## config.mk

```make
export PLATFORM = sky130hd
export DESIGN_NAME = slc3_mem_arbiter
export DESIGN_NICKNAME = d
export VERILOG_FILES = /design/src/rtl/slc3_mem_arbiter.sv
export SDC_FILE = /design/constraint.sdc
export NUM_CORES = 1
export LEC_CHECK = 0
export CELL_PAD_IN_SITES_DETAIL_PLACEMENT = 1
export CELL_PAD_IN_SITES_GLOBAL_PLACEMENT = 1
export CORE_MARGIN = 5
export CORE_UTILIZATION = 35
export CTS_CLUSTER_DIAMETER = 150
export DETAILED_ROUTE_END_ITERATION = 7
export PLACE_DENSITY = 0.82
export REMOVE_ABC_BUFFERS = 1
export SYNTH_ARGS = -nofsm -noshare
export SYNTH_HDL_FRONTEND = slang
export SYNTH_SLANG_ARGS = --single-unit
export TNS_END_PERCENT = 50
```

## constraint.sdc

```tcl
create_clock -name Clk -period 4.1 [get_ports Clk]
set_input_delay 0.82 -clock Clk [delete_from_list [all_inputs] [get_ports Clk]]
set_output_delay 0.82 -clock Clk [all_outputs]
set_load 0.01 [all_outputs]
```

## src/rtl/slc3_mem_arbiter.sv

```systemverilog
// Arbitrates the SLC-3 program memory between the CPU port and the loader, and
// intercepts the memory-mapped I/O word (reads return SW, writes load hex_out).
module slc3_mem_arbiter #(
    parameter int              ADDR_W       = 16,
    parameter int              DATA_W       = 16,
    parameter int              MEM_LATENCY  = 2,
    parameter logic [ADDR_W-1:0] IO_ADDR    = 16'hFFFF,
    parameter int              MAX_LD_BURST = 8
) (
    input  logic              Clk,
    input  logic              Reset,
    input  logic              ld_req,
    input  logic              ld_we,
    input  logic [ADDR_W-1:0] ld_addr,
    input  logic [DATA_W-1:0] ld_wdata,
    output logic [DATA_W-1:0] ld_rdata,
    output logic              ld_ready,
    input  logic              cpu_req,
    input  logic              cpu_we,
    input  logic [ADDR_W-1:0] cpu_addr,
    input  logic [DATA_W-1:0] cpu_wdata,
    output logic [DATA_W-1:0] cpu_rdata,
    output logic              cpu_ready,
    output logic              mem_ce,
    output logic              mem_we,
    output logic [ADDR_W-1:0] mem_addr,
    output logic [DATA_W-1:0] mem_wdata,
    input  logic [DATA_W-1:0] mem_rdata,
    input  logic [9:0]        SW,
    output logic [15:0]       hex_out,
    output logic [1:0]        owner
);

    localparam int STREAK_W = $clog2(MAX_LD_BURST + 1);

    typedef enum logic [2:0] {
        S_IDLE,
        S_ACCESS,
        S_WAIT,
        S_DONE,
        S_IO
    } state_t;

    typedef enum logic [1:0] {
        OWN_NONE = 2'b00,
        OWN_CPU  = 2'b01,
        OWN_LD   = 2'b10
    } owner_t;

    state_t              state_q, state_d;
    owner_t              owner_q, owner_d;
    logic                we_q, we_d;
    logic [DATA_W-1:0]   wdata_q, wdata_d;
    logic [2:0]          wait_cnt_q, wait_cnt_d;
    logic [STREAK_W-1:0] streak_q, streak_d;
    logic                mem_ce_q, mem_ce_d;
    logic                mem_we_q, mem_we_d;
    logic [ADDR_W-1:0]   mem_addr_q, mem_addr_d;
    logic [DATA_W-1:0]   mem_wdata_q, mem_wdata_d;
    logic                cpu_ready_q, cpu_ready_d;
    logic                ld_ready_q, ld_ready_d;
    logic [DATA_W-1:0]   cpu_rdata_q, cpu_rdata_d;
    logic [DATA_W-1:0]   ld_rdata_q, ld_rdata_d;
    logic [15:0]         hex_q, hex_d;

    logic                grant_cpu, grant_ld;
    logic                sel_we;
    logic [ADDR_W-1:0]   sel_addr;
    logic [DATA_W-1:0]   sel_wdata;
    logic [DATA_W-1:0]   resp_data;

    always_comb begin
        // NOTE: every signal gets a default before the case so no path can infer a latch.
        state_d     = state_q;
        owner_d     = owner_q;
        we_d        = we_q;
        wdata_d     = wdata_q;
        wait_cnt_d  = wait_cnt_q;
        streak_d    = streak_q;
        mem_ce_d    = 1'b0;
        mem_we_d    = 1'b0;
        mem_addr_d  = mem_addr_q;
        mem_wdata_d = mem_wdata_q;
        cpu_ready_d = 1'b0;
        ld_ready_d  = 1'b0;
        cpu_rdata_d = cpu_rdata_q;
        ld_rdata_d  = ld_rdata_q;
        hex_d       = hex_q;
        grant_cpu   = 1'b0;
        grant_ld    = 1'b0;
        sel_we      = 1'b0;
        sel_addr    = '0;
        sel_wdata   = '0;
        resp_data   = '0;

        case (state_q)
            S_IDLE: begin
                if (!cpu_req) begin
                    streak_d = '0;
                end
                // An I/O completion pulses ready while already back in IDLE; a requester
                // still holding req in that cycle must not be granted twice.
                if (!(cpu_ready_q || ld_ready_q)) begin
                    grant_cpu = cpu_req && (!ld_req || streak_q == STREAK_W'(MAX_LD_BURST));
                    grant_ld  = ld_req && !grant_cpu;
                end
                if (grant_cpu || grant_ld) begin
                    sel_we    = grant_cpu ? cpu_we    : ld_we;
                    sel_addr  = grant_cpu ? cpu_addr  : ld_addr;
                    sel_wdata = grant_cpu ? cpu_wdata : ld_wdata;
                    we_d      = sel_we;
                    wdata_d   = sel_wdata;
                    owner_d   = grant_cpu ? OWN_CPU : OWN_LD;
                    if (grant_cpu) begin
                        streak_d = '0;
                    end else if (cpu_req && streak_q != STREAK_W'(MAX_LD_BURST)) begin
                        streak_d = streak_q + 1'b1;
                    end
                    if (sel_addr == IO_ADDR) begin
                        state_d = S_IO;
                    end else begin
                        state_d     = S_ACCESS;
                        mem_ce_d    = 1'b1;
                        mem_we_d    = sel_we;
                        mem_addr_d  = sel_addr;
                        mem_wdata_d = sel_wdata;
                    end
                end
            end

            S_ACCESS: begin
                state_d    = S_WAIT;
                wait_cnt_d = 3'd1;
            end

            S_WAIT: begin
                if (wait_cnt_q == 3'(MEM_LATENCY)) begin
                    state_d   = S_DONE;
                    resp_data = we_q ? '0 : mem_rdata;
                    if (owner_q == OWN_CPU) begin
                        cpu_ready_d = 1'b1;
                        cpu_rdata_d = resp_data;
                    end else begin
                        ld_ready_d = 1'b1;
                        ld_rdata_d = resp_data;
                    end
                end else begin
                    wait_cnt_d = wait_cnt_q + 3'd1;
                end
            end

            S_DONE: begin
                owner_d = OWN_NONE;
                state_d = S_IDLE;
            end

            S_IO: begin
                resp_data = we_q ? '0 : DATA_W'(SW);
                if (we_q) begin
                    hex_d = 16'(wdata_q);
                end
                if (owner_q == OWN_CPU) begin
                    cpu_ready_d = 1'b1;
                    cpu_rdata_d = resp_data;
                end else begin
                    ld_ready_d = 1'b1;
                    ld_rdata_d = resp_data;
                end
                owner_d = OWN_NONE;
                state_d = S_IDLE;
            end

            default: begin
                state_d = S_IDLE;
                owner_d = OWN_NONE;
            end
        endcase
    end

    // NOTE: state updates use non-blocking assignments so every flop samples pre-edge values.
    always_ff @(posedge Clk or posedge Reset) begin
        if (Reset) begin
            state_q     <= S_IDLE;
            owner_q     <= OWN_NONE;
            we_q        <= 1'b0;
            wdata_q     <= '0;
            wait_cnt_q  <= '0;
            streak_q    <= '0;
            mem_ce_q    <= 1'b0;
            mem_we_q    <= 1'b0;
            mem_addr_q  <= '0;
            mem_wdata_q <= '0;
            cpu_ready_q <= 1'b0;
            ld_ready_q  <= 1'b0;
            cpu_rdata_q <= '0;
            ld_rdata_q  <= '0;
            hex_q       <= '0;
        end else begin
            state_q     <= state_d;
            owner_q     <= owner_d;
            we_q        <= we_d;
            wdata_q     <= wdata_d;
            wait_cnt_q  <= wait_cnt_d;
            streak_q    <= streak_d;
            mem_ce_q    <= mem_ce_d;
            mem_we_q    <= mem_we_d;
            mem_addr_q  <= mem_addr_d;
            mem_wdata_q <= mem_wdata_d;
            cpu_ready_q <= cpu_ready_d;
            ld_ready_q  <= ld_ready_d;
            cpu_rdata_q <= cpu_rdata_d;
            ld_rdata_q  <= ld_rdata_d;
            hex_q       <= hex_d;
        end
    end

    assign ld_rdata  = ld_rdata_q;
    assign ld_ready  = ld_ready_q;
    assign cpu_rdata = cpu_rdata_q;
    assign cpu_ready = cpu_ready_q;
    assign mem_ce    = mem_ce_q;
    assign mem_we    = mem_we_q;
    assign mem_addr  = mem_addr_q;
    assign mem_wdata = mem_wdata_q;
    assign hex_out   = hex_q;
    assign owner     = owner_q;

endmodule

```

==> flow_summary.ini <==
[global_route]
grt-ovfl-total = 0
grt_max_degree = 64
grt_pass1_vias = 4756
grt_usage = 0.177
antenna_found_initial = 0
grt_first_pass_wirelength_um = 24800

[clock_network]
post-cts-setup-buffers = 0
cts_max_level = 4
cts-root-buf = clkbuf_16
cts-resized-gates = 0
path_clk_slew_ns = 0.05
tritoncts = done
cts_hold_buffers = 0
clock-sinks = 113
cts_buffer_depth = 2
worstSkewPairLatency_ns = 0.41
cts_made_buffers = 17

[pwr]
p_int_mw = 3.57
seq_power_share = 0.357
p_per_area_nw_per_um2 = 686
switching_share = 0.320
combinationalPowerShare = 0.392
leakagePower_nw = 3.49
ir_drop_uv = 278
power_mw = 5.25
clkPwrFrac = 0.251
p_sw_mw = 1.68

[yosys]
synth_cells = 438
synth_edf_count = 0
yosysWarnings = 0
synth_area_per_cell_um2 = 11.8
async_flop_share = 1.00
synth.distinct_cells = 41
ys_seq_area_frac = 0.547
ys_seq_elements = 113
syn_area_um2 = 5170
synth_ff_type = dfrtp_1

[sta]
final-hold-violation-count = 0
tightest_slew_ns = 0.938
tns_ns = 0
rsz0062_at_grt = false
fin_hold_ws_ns = 0.479
finalSetupViolCount = 0
fmax_mhz = 332
period_share = 0.734
slew_viol_final = 0
fin_crit_ns = 3.01
skew_ns = 0.00691
slew_headroom = 0.372

[setup_path]
critPathRequiredTime_ns = 4.42
path_cells = clkdlybuf4s50_1 -> nand4_1 -> nor4_1 -> mux2i_1 -> nand2b_2 -> buf_4 -> mux2i_1
critPathLaunchType = input port
critPathBufInv = 2
end_kind = flip-flop
cpMaxStageDelayCell = nand2b_2
worstSetupPathType = in2reg
critical_path_arrival_ns = 3.33
cp_common_cell = mux2i_1
crit_fanout = 22
cpPeakStageDelay_ns = 0.61
regToRegStartpoint = streak_q[0]
crit_family = simple AND/OR/NAND/NOR gates
crit_start = cpu_addr[9]

[layout]
nets = 720
fin_area_um2 = 7660
antenna_cells = 0
layout-drive-gt1-share = 0.172
area_delta_synth_final_pct = 48.0
fill_cells = 1551

[drt]
vias = 4016
drt_first_pass_iters = 4
wirelength_um = 15100
avgViaCountPerCell = 4.92
drc = 0
drtAntennaViolNets = 0
wl_per_cell_um = 18.5
drt_iter0_drc = 72

[placed_design]
gp_congestion = 0.764
postPlaceCellArea_um2 = 7120
io_buffers = 181
dp_hpwl_um = 11400

[floorplanning]
coreArea_um2 = 14500
initial_core_util = 0.356
die_w_um = 132
pin_count = 182
die-area_um2 = 17300
die-height_um = 132
rows = 44

[min_path]
min-delay-start = ld_rdata[10]
hp-class = reg2reg

[run]
cap_viol_max_count = 0

[status]
outcome = complete, no violations
flip-flops by register name (all words and copies together), names as in the netlist:
register and cells:
cpu_ready 1, ld_rdata 16, we_q 1, streak_q 4, hex_out 16, mem_wdata 16, state_q 3, wdata_q 16
ld_ready 1, mem_addr 16, owner 2, wait_cnt_q 3, cpu_rdata 16, mem_we 1, mem_ce 1
cell families after synthesis:
| family | count (synthesis) | synth area share |
|---|---|---|
| flops | 113 | 0.547 |
| simple gates | 105 | 0.0965 |
| mux | 103 | 0.227 |
| compound gates | 63 | 0.0713 |
| buf+inv | 49 | 0.0476 |
| fa+ha+maj | 4 | 0.00967 |
| xor+xnor | 1 | 0.00169 |
cell type report:
cell class,count,area (um^2),area share
tap,184,230,0.0301
inverter,26,100,0.0131
timing repair buffer,186,1860,0.243
sequential,113,2830,0.369
clock buffer,26,509,0.0665
clock inverter,5,27.5,0.00359
multi-input combinational,276,2100,0.274
stage by stage:
step / utilization / setup slack, ns / cells
6_report: 0.527 / 1.09 / 816
5_1_grt: 0.527 / 1.00 / 816
4_1_cts: 0.527 / 1.09 / 816
3_5_place_dp: 0.490 / 0.691 / 785
3_3_place_gp: 0.490 / 0.808 / 785
2_1_floorplan: - / -0.355 / 415
synthesized netlist by cell type (2+ instances only):
cell	instances	area share
mux2i_1	32	0.062
a22oi_1	2	0.0029
mux2_4	14	0.041
ha_1	4	0.0097
o21ai_0	34	0.033
buf_4	2	0.0029
nand4_1	8	0.0097
dfrtp_1	113	0.55
buf_6	7	0.015
nand3_1	2	0.0019
mux2_2	57	0.12
nor2_1	9	0.0065
nor3_1	2	0.0019
nor2b_1	4	0.0048
inv_1	25	0.018
nand2_1	64	0.046
buf_2	2	0.0019
a21oi_1	14	0.014
nor3b_1	2	0.0029
nor4_1	3	0.0036
nand2b_1	4	0.0048
clkbuf_1	12	0.0087
o21ai_1	4	0.0039
worst reg2reg max path, stage by stage (launching register included):
cell and delay [ns]:
dfrtp_1 0.42, inv_1 0.08, ha_1 0.20, nand3b_4 0.11, a2111oi_4 0.43, mux2i_1 0.41, nand2b_2 0.51, buf_4 0.39
mux2i_1 0.14
cell usage in the layout (no fill, tap or decap), types with 5 or more instances in the layout:
cell type        instances
clkdlybuf4s50_1        181
o21ai_0                 34
dfrtp_1                113
clkbuf_16               17
mux2_4                  14
nor2_1                   9
mux2i_1                 32
inv_1                   24
mux2_2                  57
a21oi_1                 14
nand4_1                  8
nand2_1                 64
clkbuf_8                 5
per-layer routing:
metal / GRT usage / vias to the layer above / wire length [um]
met5: 0 / - / 0
met1: 0.199 / 1987 / 6000
met3: 0.0673 / 29 / 1030
met2: 0.306 / 125 / 7700
li1: - / 1875 / -
met4: 0.0651 / 0 / 358
final timing paths:
kind | end | slack, ns | cells past startpoint
max in group asynchronous | ld_rdata[8] | 2.45 | 3
min in group asynchronous | cpu_rdata[1] | 0.87 | 2
worst min-delay path | ld_rdata[10] | 0.48 | 2
worst max register to register | mem_wdata[1] | 1.29 | 8
worst max-delay path | mem_wdata[1] | 1.09 | 7
worst min register to register | ld_rdata[10] | 0.48 | 2
power by group through the flow:
stage | sequential [mW] | combinational [mW] | clock, mW
global placement | 1.86 | 2.00 | 0
finish | 1.87 | 2.06 | 1.32
CTS | 1.88 | 2.10 | 1.35
global route | 1.94 | 2.23 | 1.41
floorplan | 1.97 | 0.916 | 0
detailed placement | 1.89 | 2.09 | 0
(Power assumes the default switching activity.)
